`config.mk`:
```
export PLATFORM = sky130hd
export DESIGN_NAME = wb_mem_2_ppfifo_mb
export DESIGN_NICKNAME = d
export VERILOG_FILES = /design/src/rtl/wb_mem_2_ppfifo_mb.sv
export SDC_FILE = /design/constraint.sdc
export NUM_CORES = 1
export LEC_CHECK = 0
export CORE_ASPECT_RATIO = 1.25
export CORE_MARGIN = 2
export CORE_UTILIZATION = 45
export DETAILED_ROUTE_END_ITERATION = 8
export PLACE_DENSITY = 0.71
export SYNTH_ARGS = -nofsm -noshare
export SYNTH_HDL_FRONTEND = slang
export SYNTH_SLANG_ARGS = --single-unit
```
`constraint.sdc`:
```
create_clock -name clk -period 10.2 [get_ports clk]
set_clock_uncertainty 0.15 [all_clocks]
set_input_delay 1.53 -clock clk [delete_from_list [all_inputs] [get_ports clk]]
set_output_delay 1.53 -clock clk [all_outputs]
set_load 0.005 [all_outputs]
```
`src/rtl/wb_mem_2_ppfifo_mb.sv`:
```
// Wishbone read master that drains per-bank memory blocks, round-robin, into a ping-pong FIFO.
// Latency: one beat in flight; an acked word is strobed into the PPFIFO on the following cycle.
// Backpressure: holds cyc/stb low while no PPFIFO side is active or the active side is full.
module wb_mem_2_ppfifo_mb #(
  parameter int BANK_COUNT     = 4,
  parameter int DATA_WIDTH     = 32,
  parameter int ADDR_INC       = 1,
  parameter int TIMEOUT_CYCLES = 1024
) (
  input  logic                      clk,
  input  logic                      rst_n,
  input  logic                      i_enable,
  input  logic [32*BANK_COUNT-1:0]  i_bank_base,
  input  logic [32*BANK_COUNT-1:0]  i_bank_size,
  input  logic [BANK_COUNT-1:0]     i_bank_new_data,
  output logic [32*BANK_COUNT-1:0]  o_bank_count,
  output logic [BANK_COUNT-1:0]     o_bank_empty,
  output logic                      o_read_finished,
  output logic [2:0]                o_finished_bank,
  output logic                      o_bus_error,
  output logic                      o_mem_we,
  output logic                      o_mem_stb,
  output logic                      o_mem_cyc,
  output logic [DATA_WIDTH/8-1:0]   o_mem_sel,
  output logic [31:0]               o_mem_adr,
  output logic [DATA_WIDTH-1:0]     o_mem_dat,
  input  logic [DATA_WIDTH-1:0]     i_mem_dat,
  input  logic                      i_mem_ack,
  input  logic [1:0]                i_ppfifo_rdy,
  output logic [1:0]                o_ppfifo_act,
  input  logic [23:0]               i_ppfifo_size,
  output logic                      o_ppfifo_stb,
  output logic [DATA_WIDTH-1:0]     o_ppfifo_data
);

  // Bank index width; per-bank arrays are padded to a power of two so any index is in range.
  localparam int IW = (BANK_COUNT > 1) ? $clog2(BANK_COUNT) : 1;
  localparam int NB = 1 << IW;

  localparam logic [2:0] ST_IDLE     = 3'd0;
  localparam logic [2:0] ST_SELECT   = 3'd1;
  localparam logic [2:0] ST_READ     = 3'd2;
  localparam logic [2:0] ST_FINISHED = 3'd3;
  localparam logic [2:0] ST_ABORT    = 3'd4;

  logic [2:0]    r_state;
  logic [31:0]   r_ptr [NB];
  logic [IW-1:0] r_active;
  logic [IW-1:0] r_last;
  logic [31:0]   r_limit;
  logic          r_cyc;
  logic          r_stb;
  logic          r_ppfifo_stb;
  logic [1:0]    r_act;
  logic [23:0]   r_fifo_cnt;
  logic [31:0]   r_tmo;

  logic [31:0]   w_size  [NB];
  logic [31:0]   w_base  [NB];
  logic [31:0]   w_count [NB];
  logic [NB-1:0] w_new;
  logic          w_found;
  logic [IW-1:0] w_sel;
  logic [IW-1:0] w_idx;
  logic          w_ack;
  logic          w_tmo_hit;

  for (genvar k = 0; k < NB; k++) begin : g_bank
    if (k < BANK_COUNT) begin : g_real
      assign w_size[k]              = i_bank_size[32*k +: 32];
      assign w_base[k]              = i_bank_base[32*k +: 32];
      assign w_new[k]               = i_bank_new_data[k];
      assign w_count[k]             = w_size[k] - r_ptr[k];
      assign o_bank_count[32*k +: 32] = w_count[k];
      assign o_bank_empty[k]        = (w_count[k] == 32'd0);
    end else begin : g_pad
      assign w_size[k]  = 32'd0;
      assign w_base[k]  = 32'd0;
      assign w_new[k]   = 1'b0;
      assign w_count[k] = 32'd0;
    end
  end

  assign w_ack     = r_stb & i_mem_ack;
  assign w_tmo_hit = (TIMEOUT_CYCLES != 0) && r_stb && !i_mem_ack &&
                     ((r_tmo + 32'd1) == 32'(TIMEOUT_CYCLES));

  // Round-robin search for the next non-empty bank, starting after the last one served
  always_comb begin
    w_found = 1'b0;
    w_sel   = '0;
    w_idx   = '0;
    for (int i = 0; i < BANK_COUNT; i++) begin
      w_idx = IW'((int'(r_last) + 1 + i) % BANK_COUNT);
      if (!w_found && w_size[w_idx] != 32'd0 && w_count[w_idx] != 32'd0) begin
        w_found = 1'b1;
        w_sel   = w_idx;
      end
    end
  end

  // Sequencer: block state, single-beat Wishbone strobing, timeout and PPFIFO side handshake
  always_ff @(posedge clk) begin
    if (!rst_n) begin
      r_state      <= ST_IDLE;
      r_active     <= '0;
      r_last       <= IW'(BANK_COUNT - 1);
      r_limit      <= '0;
      r_cyc        <= 1'b0;
      r_stb        <= 1'b0;
      r_ppfifo_stb <= 1'b0;
      r_act        <= 2'b00;
      r_fifo_cnt   <= '0;
      r_tmo        <= '0;
    end else begin
      r_ppfifo_stb <= 1'b0;
      case (r_state)
        ST_IDLE: begin
          r_cyc <= 1'b0;
          r_stb <= 1'b0;
          if (i_enable) r_state <= ST_SELECT;
        end
        ST_SELECT: begin
          if (!i_enable) begin
            r_state <= ST_IDLE;
          end else if (w_found) begin
            r_active <= w_sel;
            r_last   <= w_sel;
            r_limit  <= w_size[w_sel];
            r_state  <= ST_READ;
          end
        end
        ST_READ: begin
          if (w_ack) begin
            r_stb        <= 1'b0;
            r_tmo        <= '0;
            r_ppfifo_stb <= 1'b1;
            r_fifo_cnt   <= r_fifo_cnt + 24'd1;
          end else if (r_stb) begin
            if (w_tmo_hit) begin
              r_cyc   <= 1'b0;
              r_stb   <= 1'b0;
              r_tmo   <= '0;
              r_state <= ST_ABORT;
            end else begin
              r_tmo <= r_tmo + 32'd1;
            end
          end
          // A restart of the active bank abandons the block; an ack in this cycle is still forwarded.
          if (w_new[r_active]) begin
            r_cyc   <= 1'b0;
            r_stb   <= 1'b0;
            r_tmo   <= '0;
            r_state <= ST_SELECT;
          end else if (!r_stb) begin
            if (!i_enable) begin
              r_cyc      <= 1'b0;
              r_act      <= 2'b00;
              r_fifo_cnt <= '0;
              r_state    <= ST_IDLE;
            end else if (r_ptr[r_active] == r_limit) begin
              r_cyc   <= 1'b0;
              r_state <= ST_FINISHED;
            end else if (r_act == 2'b00) begin
              r_cyc <= 1'b0;
            end else if (r_fifo_cnt >= i_ppfifo_size) begin
              r_cyc <= 1'b0;
              r_act <= 2'b00;
            end else begin
              r_cyc <= 1'b1;
              r_stb <= 1'b1;
            end
          end
        end
        ST_FINISHED, ST_ABORT: begin
          if (r_fifo_cnt != 24'd0) begin
            r_act      <= 2'b00;
            r_fifo_cnt <= '0;
          end
          r_state <= ST_SELECT;
        end
        default: r_state <= ST_IDLE;
      endcase
      // Grab a ready PPFIFO side whenever none is held; side 0 preferred
      if (i_enable && r_act == 2'b00 && i_ppfifo_rdy != 2'b00) begin
        r_act      <= i_ppfifo_rdy[0] ? 2'b01 : 2'b10;
        r_fifo_cnt <= '0;
      end
    end
  end

  // Per-bank read pointers: a new-data clear beats a same-cycle increment or abort fill
  always_ff @(posedge clk) begin
    for (int k = 0; k < NB; k++) begin
      if (!rst_n) begin
        r_ptr[k] <= '0;
      end else if (w_new[k]) begin
        r_ptr[k] <= '0;
      end else if (r_active == IW'(k)) begin
        if (r_state == ST_READ && w_ack) r_ptr[k] <= r_ptr[k] + 32'd1;
        else if (r_state == ST_ABORT)    r_ptr[k] <= w_size[k];
      end
    end
  end

  assign o_mem_adr       = w_base[r_active] + r_ptr[r_active] * 32'(ADDR_INC);
  assign o_mem_cyc       = r_cyc;
  assign o_mem_stb       = r_stb;
  assign o_mem_we        = 1'b0;
  assign o_mem_sel       = '1;
  assign o_mem_dat       = '0;
  assign o_ppfifo_act    = r_act;
  assign o_ppfifo_stb    = r_ppfifo_stb;
  assign o_ppfifo_data   = i_mem_dat;
  assign o_read_finished = (r_state == ST_FINISHED);
  assign o_bus_error     = (r_state == ST_ABORT);
  assign o_finished_bank = 3'(r_active);

endmodule

```
==> summary.md <==
| Metric | Value |
|---|---|
| Setup_tns | 0 ns |
| HPWL Detailed | a little over 100,000 um |
| Fillers | 6,300 |
| Top cells by count, synth | inv_1, nand2_1, o21ai_0, xnor2_1, nor2_1 |
| Ys flop type | edfxtp_1 |
| Vias | 32,400 |
| FF+latch count, synth | 230 |
| Final instance area | 35,600 um^2 |
| First-pass GRT wire length | 186,000 um |
| Crit share post-route | 84.0% |
| Outcome | finished clean |
| Pin count of the biggest net entering global routing | 77 |
| Slowest stage cell, crit path | o41ai_1 |
| Detailed Route Iter0 Violations | 4,493 |
| Via count of the first global-routing pass | 29,600 |
| Type of the tightest min-delay check | reg2reg |
| Via/cell ratio | 6.46 |
| Fin. Hold Viols | 0 |
| Register Area | 5890 um^2 |
| Gpl congestion | roughly 1.0 |
| Post-synth top area share | 12.9% |
| Area Overhead vs Synth | 19.2% |
| Antenna violations before repair | 12 |
| Deepest clock path buffer count | 3 |
| Hold Startpoint | o_mem_cyc |
| Instance count of the mapped netlist | 3,837 |
| Cell internal pwr | 2400 uW |
| Cts bufs inserted | 27 |
| # rows | 105 |
| Ys Warns | 0 |
| Clock Latency Late Sink | 0.60 ns |
| DP Area | 34,600 um^2 |
| Switching power | between 1000 and 1500 uW |
| Root Driver | clkbuf_16 |
| RSZ-0062 raised after global routing | false |
| CP startpoint kind | input port |
| Final Util | 54.3% |
| CORE AREA | approximately 66,000 um^2 |
| Post-synth EDFFs | 128 |
| Critical Path, Cell by Cell | clkdlybuf4s50_1, mux4_2, ha_1, a21o_1, a21oi_1, o21ai_0, a21oi_1, o21a_1, o21ai_0, o41ai_1, o2111ai_1, a31oi_1, o21ai_0, a211oi_1, nor3_1, a221oi_1, xnor2_1, clkdlybuf4s50_1 |
| Sequential area share after synthesis | 19.7% |
| Syn_area_per_cell | between 7 and 8 um^2 |
| Post-CTS Setup Repair Bufs | 0 |
| Worst r2r dst | r_limit[4] |
| Gr usage total | 36.0% |
| Critical Path AT | 6.89 ns |
| TritonCTS clock tree | built |
| DR pass1 iterations | 7 |
| Footprint of the multi-input gates | between 20,000 and 25,000 um^2 |
| Post-route DRC | 0 |
| Worst r2r path cells | 18 |
| Cell mode on critical path | o21ai_0 |
| Wire per inst | 25.6 um |
| Die ar. | between 60,000 and 70,000 um^2 |
| CTS sink count | 230 |
| Worst Hold Depth | 2 |
| Routed Antenna Nets | 0 |
| Die height | 292 um |
| # hold bufs at CTS | 0 |
| Setup crit end kind | output pin |
| Slew Limit Headroom | a little under a fifth |
| FFs w/ async S/R, synth | 0% |
| Worst path max stage delay | 0.55 ns |
| Layout cells sized above 1 | 6.19% |
| Power share of the combinational group | 42.6% |
| Timing-limited maximum frequency | roughly 0.12 GHz |
| Netlist cell types | 108 |
| Die Wd | 235 um |
| Worst reg2reg path startpoint | r_ptr[2][0] |
| Initial Util | 45.5% |
| Max-slew violations | 0 |
| Power share of the clock group | 29.2% |
| Nets | 4,647 |
| Endpoint, Worst Hold | o_mem_cyc |
| H-tree depth | 1 |
| Post-layout minimum cycle time | 8.57 ns |
| Setup Viol. Count Final | 0 |
| CP Max Fanout | 3 |
| Leakage | 0.0130 uW |
| Switching share of power | 36.8% |
| Post-cts sizing count | 0 |
| GR Overflow Total | 0 |
| Max cap viols | 0 |
| R2R setup slack | 3.31 ns |
| Worst-margin pin slew | approximately 1.2 ns |
| Count leader, synth | inv_1 |
| CTS clk-pin slew, worst paths | about 0.060 ns |
| # port buffers | 462 |
| PwrDens | 107 nW/um^2 |
| Critical path type | in2out |
| Worst VDD drop | between 0.1 and 0.15 mV |
| Mapped Area | 29,900 um^2 |
| Cell taking the most area after synthesis | edfxtp_1 |
| Drt total wl | between 100,000 and 150,000 um |
| Top post-synthesis cells by area | edfxtp_1, ha_1, xnor2_1 |
| WP data required | about 8.5 ns |
| # IOs | 565 |
| Flop pwr share | between 20% and 30% |
[layer usage]
metal / global-route usage, % / up-vias / part of all wire (%)
li1: - / 14800 / -
met1: 45.6 / 15200 / 37
met2: 55.0 / 1979 / 44
met3: 6.41 / 490 / 10
met4: 25.3 / 2 / 8.6
met5: 0 / - / 0.0085
[metrics by stage]
step	power [uW]	setup WS, ns	hold WS, ns	cells
after floorplan	1930	3.26	0.303	3873
after global placement	2660	1.72	0.304	4959
after detailed placement	2660	1.72	0.305	4960
after CTS	3760	1.69	0.314	5010
after global routing	3920	1.21	0.348	5013
final	3800	1.63	0.313	5022
[placed cells by master (no fill, tap or decap), types with 28 or more instances in the layout]
master           netlist  layout
clkdlybuf4s50_1        0     462
inv_1                343     342
nand2_1              323     323
o21ai_0              268     268
xnor2_1              239     239
nor2_1               234     233
a21oi_1              205     205
ha_1                 187     187
nor3_1               178     177
nand3_1              155     155
edfxtp_1             128     128
dfxtp_1              102      98
mux2i_1               75      75
and3_1                70      70
nand4_1               70      70
mux4_2                66      66
a21o_1                63      63
o32ai_1               61      61
xor2_1                55      55
nor4_1                54      54
o31ai_1               42      42
o21a_1                41      41
or3_1                 40      39
conb_1                 2      38
nand2b_1              35      35
a2111oi_2             32      32
and2_1                31      31
buf_4                 82      31
a31oi_1               29      29
o211ai_1              28      28
a2111oi_1             27      28
[critical path: cells and delay by family]
| family | cells | cell delay, ns |
|---|---|---|
| AO/OA/AOI/OAI | 12 | 3.19 |
| AND/OR/NAND/NOR | 1 | 0.15 |
| adder cells (fa/ha/maj) | 1 | 0.31 |
| buffers and inverters | 2 | 1.04 |
| multiplexers | 1 | 0.51 |
| XOR/XNOR | 1 | 0.16 |
[power by group through the flow]
stage | Clock (uW) | Combinational, uW | Sequential [uW]
floorplan | 0 | 885 | 1050
global placement | 0 | 1580 | 1080
detailed placement | 0 | 1580 | 1080
CTS | 1100 | 1590 | 1060
global route | 1130 | 1720 | 1070
finish | 1110 | 1620 | 1070
[sequential cells by signal, summed over array words and instances (netlist names), named ones only]
register	flops
r_fifo_cnt	24
r_active	2
o_ppfifo_stb	1
o_ppfifo_act	2
r_last	2
o_mem_stb	1
o_mem_cyc	1
r_tmo	32
r_state	3
r_ptr	128
r_limit	32
[worst max path at each step]
stage	startpoint	slack, ns	end	cells after the start
finish	i_bank_base[1]	1.63	o_mem_adr[31]	18
global route	i_bank_base[0]	1.21	o_mem_adr[28]	21
CTS	i_bank_base[0]	1.69	o_mem_adr[30]	21
detailed placement	i_bank_base[0]	1.72	o_mem_adr[28]	21
global placement	i_bank_size[0]	1.72	r_limit[1]	18
floorplan	i_bank_base[96]	3.26	o_mem_adr[28]	19
[cell type report]
type | count | share of cell area, %
Tap cell | 856 | 3.00
Clock buffer | 32 | 2.00
Timing Repair Buffer | 495 | 13.7
Inverter | 343 | 3.62
Sequential cell | 230 | 16.5
Clock inverter | 18 | 0.737
Multi-Input combinational cell | 3036 | 60.3
Antenna cell | 12 | 0.0843
[kinds of logic after synthesis]
kind of cell               count (synthesis)  synth area share [%]
muxes                                    144                  7.60
xor gates and xnor gates                 294                  8.61
adders and majority gates                192                  8.16
AOI/OAI and AO/OA                       1019                  23.9
buffers and inverters                    607                  8.95
and+or+nand+nor                         1349                  23.1
other                                      2                0.0251
DFF                                      230                  19.7
Power figures use the tool's default switching activity.
